==> src/rtl/ram_array_dp.sv <==
// Simple-dual-port RAM (1W/1R) with a self-clearing sweep after reset or on clr.
// Read latency 1, or 2 when RAM_OUTREG_EN is defined (extra output register stage).
// No backpressure: wr/rd are dropped while busy; dout holds between reads.
module ram_array_dp #(
    parameter int DW       = 4,
    parameter int DEPTH    = 32,
    parameter int AW       = $clog2(DEPTH),
    parameter int RDW_MODE = 1
) (
    input  logic          clk,
    input  logic          rst,
    input  logic          clr,
    input  logic          wr,
    input  logic [AW-1:0] waddr,
    input  logic [DW-1:0] din,
    input  logic          rd,
    input  logic [AW-1:0] raddr,
    output logic [DW-1:0] dout,
    output logic          dout_valid,
    output logic          busy
);

    typedef enum logic {CLEAR, READY} state_t;

    localparam logic [AW-1:0] LAST_ADDR = AW'(DEPTH - 1);

    state_t        state_q, state_d;
    logic [AW-1:0] clr_addr_q, clr_addr_d;
    logic          clr_start;

    logic [DW-1:0] mem_q [DEPTH];
    logic          mem_we;
    logic [AW-1:0] mem_wa;
    logic [DW-1:0] mem_wd;

    logic          waddr_ok, raddr_ok, rd_acc;
    logic [DW-1:0] rd_dat;

    logic [DW-1:0] dout1_q;
    logic          vld1_q;

    assign waddr_ok = 32'(waddr) < DEPTH;
    assign raddr_ok = 32'(raddr) < DEPTH;
    // A clr in a READY cycle turns the whole cycle into the start of a sweep.
    assign rd_acc   = rd && (state_q == READY) && !clr;

    // State and sweep pointer register
    always_ff @(posedge clk) begin
        if (rst) begin
            state_q    <= CLEAR;
            clr_addr_q <= '0;
        end else begin
            state_q    <= state_d;
            clr_addr_q <= clr_addr_d;
        end
    end

    // Next state, sweep pointer and the single memory write port select
    always_comb begin
        state_d    = state_q;
        clr_addr_d = clr_addr_q;
        busy       = 1'b0;
        clr_start  = 1'b0;
        mem_we     = 1'b0;
        mem_wa     = waddr;
        mem_wd     = din;
        case (state_q)
            CLEAR: begin
                busy   = 1'b1;
                mem_we = 1'b1;
                mem_wa = clr_addr_q;
                mem_wd = '0;
                if (clr) begin
                    clr_addr_d = '0;
                end else if (clr_addr_q == LAST_ADDR) begin
                    state_d    = READY;
                    clr_addr_d = '0;
                end else begin
                    clr_addr_d = clr_addr_q + AW'(1);
                end
            end
            READY: begin
                if (clr) begin
                    state_d    = CLEAR;
                    clr_addr_d = '0;
                    clr_start  = 1'b1;
                end else if (wr && waddr_ok) begin
                    mem_we = 1'b1;
                end
            end
            default: state_d = CLEAR;
        endcase
    end

    // Storage array; reset wins over any write in the same cycle
    always_ff @(posedge clk) begin
        if (!rst && mem_we) begin
            mem_q[mem_wa] <= mem_wd;
        end
    end

    // Read data select: out-of-range reads return zero, same-address bypass in new-data mode
    always_comb begin
        rd_dat = '0;
        if (raddr_ok) begin
            rd_dat = mem_q[raddr];
            if ((RDW_MODE != 0) && mem_we && (mem_wa == raddr)) begin
                rd_dat = din;
            end
        end
    end

    // First read stage: capture data on an accepted read, otherwise hold
    always_ff @(posedge clk) begin
        if (rst) begin
            dout1_q <= '0;
            vld1_q  <= 1'b0;
        end else begin
            vld1_q <= rd_acc;
            if (rd_acc) begin
                dout1_q <= rd_dat;
            end
        end
    end

`ifdef RAM_OUTREG_EN
    logic [DW-1:0] dout2_q;
    logic          vld2_q;

    // Output pipeline stage; a new sweep discards any read still in flight
    always_ff @(posedge clk) begin
        if (rst) begin
            dout2_q <= '0;
            vld2_q  <= 1'b0;
        end else if (clr_start) begin
            vld2_q <= 1'b0;
        end else begin
            vld2_q <= vld1_q;
            if (vld1_q) begin
                dout2_q <= dout1_q;
            end
        end
    end

    assign dout       = dout2_q;
    assign dout_valid = vld2_q;
`else
    assign dout       = dout1_q;
    assign dout_valid = vld1_q;
`endif

endmodule

==> config.mk <==
export PLATFORM = sky130hd
export DESIGN_NAME = ram_array_dp
export DESIGN_NICKNAME = d
export VERILOG_FILES = /design/src/rtl/ram_array_dp.sv
export SDC_FILE = /design/constraint.sdc
export NUM_CORES = 1
export LEC_CHECK = 0
export ABC_CLOCK_PERIOD_IN_PS = 2700
export BUFFER_PORTS_ARGS = -buffer_cell sky130_fd_sc_hd__buf_2
export CAP_MARGIN = 20
export CORE_MARGIN = 2
export CORE_UTILIZATION = 30
export CTS_BUF_LIST = sky130_fd_sc_hd__clkbuf_8
export CTS_CLUSTER_SIZE = 14
export DETAILED_ROUTE_END_ITERATION = 10
export PLACE_DENSITY = 0.5
export SYNTH_ARGS = -nofsm -noshare
export SYNTH_HDL_FRONTEND = slang
export SYNTH_SLANG_ARGS = --single-unit
==> constraint.sdc <==
create_clock -name clk -period 2.7 [get_ports clk]
set_clock_uncertainty 0.1 [all_clocks]
set_input_delay 0.27 -clock clk [delete_from_list [all_inputs] [get_ports clk]]
set_output_delay 0.27 -clock clk [all_outputs]
set_load 0.005 [all_outputs]
==> summary.txt <==
STA
  • Final Cycle Share: 0.834
  • Max Clk Rate: 444 MHz
  • RSZ-0062 raised after global routing: no
  • Worst Max-Slew Pin Slew: 0.767 ns
  • Hold Vio Cnt, Final: 0
  • Setup violators final: 0
  • Max_slew headroom: 0.485
  • Tmin final: 2.25 ns
  • Setup TNS: 0 ns
  • Fin. max-slew vios: 0

Synth
  • Synthesized cell area: 5940 um^2
  • Largest cells by area after synthesis: edfxtp_1 65%, mux4_2 9.1%, dfxtp_1 3.7%
  • Cell variety after synth: 51
  • Synth area leader: edfxtp_1
  • Top_reg_cell synth: edfxtp_1
  • Syn_nets: 395
  • Async set-reset flop share out of synthesis: 0
  • Sequential share of the synthesized area: 0.685
  • Number of enable flip-flop cells after synthesis: 128
  • Post-Syn Area per Cell: 15.9 um^2
  • Yosys Warn Count: 0
  • FF+latch count, synth: 139
  • Synth Instances: 374
  • Top cell type's share of synthesized area: 0.647

Power and ir drop
  • Int Power: 3260 uW
  • PD cells: 609 nW/um^2
  • Comb pwr share: 0.047
  • Leak pwr: 0.00235 uW
  • Switching share of power: 0.216
  • Clk pwr share: 0.395
  • Switching Power: 899 uW
  • Sequential power share: 0.559
  • Peak VDD IR: 0.000239 V
  • Pwr Total: 4160 uW

Global routing
  • Antenna violations before repair: 0
  • M2 GR Usage: 0.235
  • GRT Residual Overflow: 0
  • Largest net degree at the start of global routing: 34
  • GRT Total Usage: 0.145
  • Met3 Use GR: 0.0365
  • Most Used Layer, Global Route: met2
  • Vias in the first global route: 3577
  • First-pass GRT wire length: 21.7 mm
  • Met1 usage: 0.193

Clocking
  • Sink Count: 139
  • Post_cts resized: 0
  • CTS H-tree lvls: 4
  • Worst-case clock buffer depth: 2
  • CTS root buf: clkbuf_8
  • Worst skew pair latency: 0.44 ns
  • Inserted Clock Buffers: 17
  • Postcts setup bufs: 0
  • CTS clk-pin slew, worst paths: 0.09 ns
  • Hold buffers post-CTS: 0
  • CTS tree: done

Floorplanning
  • Ports: 25
  • Core Rows: 51
  • Core ar.: 19500 um^2
  • Die W: 145 um
  • Die area: 20900 um^2
  • Die Y: 145 um
  • Initial core utilization: 0.305

Final layout
  • Most frequent cells in the layout: 128 x edfxtp_1, 42 x nor2_1, 24 x mux4_2, 24 x buf_2, 23 x nand2_1
  • Share of cells above drive strength 1: 0.268
  • N_diodes: 0
  • Most common cell after layout, fill and taps aside: edfxtp_1
  • FILL cells: 1866
  • Final Net Count: 437
  • Area grow syn2layout: 15.2%

Detailed routing
  • Residual DRC count: 0
  • 1st-iter DRT viols: 311
  • Vias per cell: 5.00
  • TritonRoute pass-1 iters: 5
  • Post-route ant nets: 0
  • Vias: 3467
  • Post-Route WL: 14.0 mm
  • Routed len/inst: 20.2 um

Critical path
  • CP Launch Type: flop
  • CP required: 2.68 ns
  • Crit end category: flop
  • Worst-path cell chain: buf_4 -> a21oi_1 -> o21ai_1 -> buf_4 -> nor2_1
  • CP dominant cell by count: buf_4
  • Arr. time, crit path: 2.24 ns
  • Worst-path fanout max: 15
  • Slowest-stage cell, CP: nor2_1
  • Crit path kind: flop to flop
  • Critical Path Max Stage Delay: 0.41 ns
  • R2R Setup Slk: 0.45 ns

Place
  • GPL Wtd Cong: 0.833
  • Final HPWL DP: 9.91 mm
  • # port buffers: 24

Run status
  • Status: complete, no violations

Job
  • Max_cap viols: 0

Worst hold path
  • Worst Hold Class: primary input to flop
[sequential cells by signal (all words and copies together), names as in the netlist]
signal,flops
clr_addr_q,5
dout,4
dout_valid,1
mem_q,128
state_q,1
[synthesized netlist by cell type, drive strengths merged (2+ instances only)]
cell     number
a2111oi       6
a211oi        3
a21oi         4
a32oi         2
and2          4
and3          4
buf          11
clkbuf        7
dfxtp        11
edfxtp      128
ha            2
inv           6
mux2         11
mux2i        11
mux4         24
nand2        23
nand2b        7
nand3         3
nand3b        3
nor2         42
nor2b         8
nor3          4
nor4          4
o21ai         7
o22ai         5
o31ai         3
o32ai         6
or2           3
or3           3
xnor2         5
[power groups by stage]
stage	clock network, uW	logic [uW]	registers [uW]
detailed placement	0	195	2370
global placement	0	195	2370
floorplan	0	123	2370
global route	1760	211	2330
finish	1640	194	2330
CTS	1670	196	2330
[metal layers]
layer / wire, um / up-vias
met4: 218 / 0
met3: 653 / 22
met5: 0 / -
met1: 6340 / 1771
li1: - / 1558
met2: 6820 / 116
[final cells by class]
| cell class | instances | area (um^2) | share of cell area |
|---|---|---|---|
| clock buffers | 19 | 262 | 0.0383 |
| clock inverters | 13 | 128 | 0.0187 |
| inverters | 6 | 22.5 | 0.00329 |
| multi-input cells | 211 | 1760 | 0.257 |
| flip-flops and latches | 139 | 4060 | 0.594 |
| well taps | 265 | 332 | 0.0485 |
| repair buffers | 41 | 273 | 0.0399 |
[critical path: cells and delay by family (launching register included)]
| family | cells | cell delay (ns) |
|---|---|---|
| simple gates | 1 | 0.41 |
| flops | 1 | 0.33 |
| compound gates | 2 | 0.62 |
| buf+inv | 2 | 0.43 |
[per-stage QoR]
step	instance area, um^2	std cells	hold WS (ns)	util	setup slack, ns
4_1_cts	6840	694	0.0426	0.351	0.446
5_1_grt	6840	694	0.0545	0.351	0.270
3_5_place_dp	6450	662	0.386	0.331	0.268
3_3_place_gp	6450	662	0.398	0.331	0.344
2_1_floorplan	5940	374	0.358	-	0.791
6_report	6840	694	0.0670	0.351	0.448
[path summary, 6_finish.rpt]
path / start / end / depth (start not counted)
min reg2reg: dout[0] / dout[0] / 2
max: state_q / mem_q[20][0] / 5
max reg2reg: state_q / mem_q[20][0] / 5
min: din[3] / dout[3] / 3
[cell families after synthesis]
logic type | share of synthesized area
AOI/OAI and AO/OA | 0.0601
xor gates and xnor gates | 0.00738
adders and majority gates | 0.00421
buffers and inverters | 0.0196
DFF | 0.685
muxes | 0.133
and+or+nand+nor | 0.0917
Note: power is estimated with default switching activity, not from simulation.
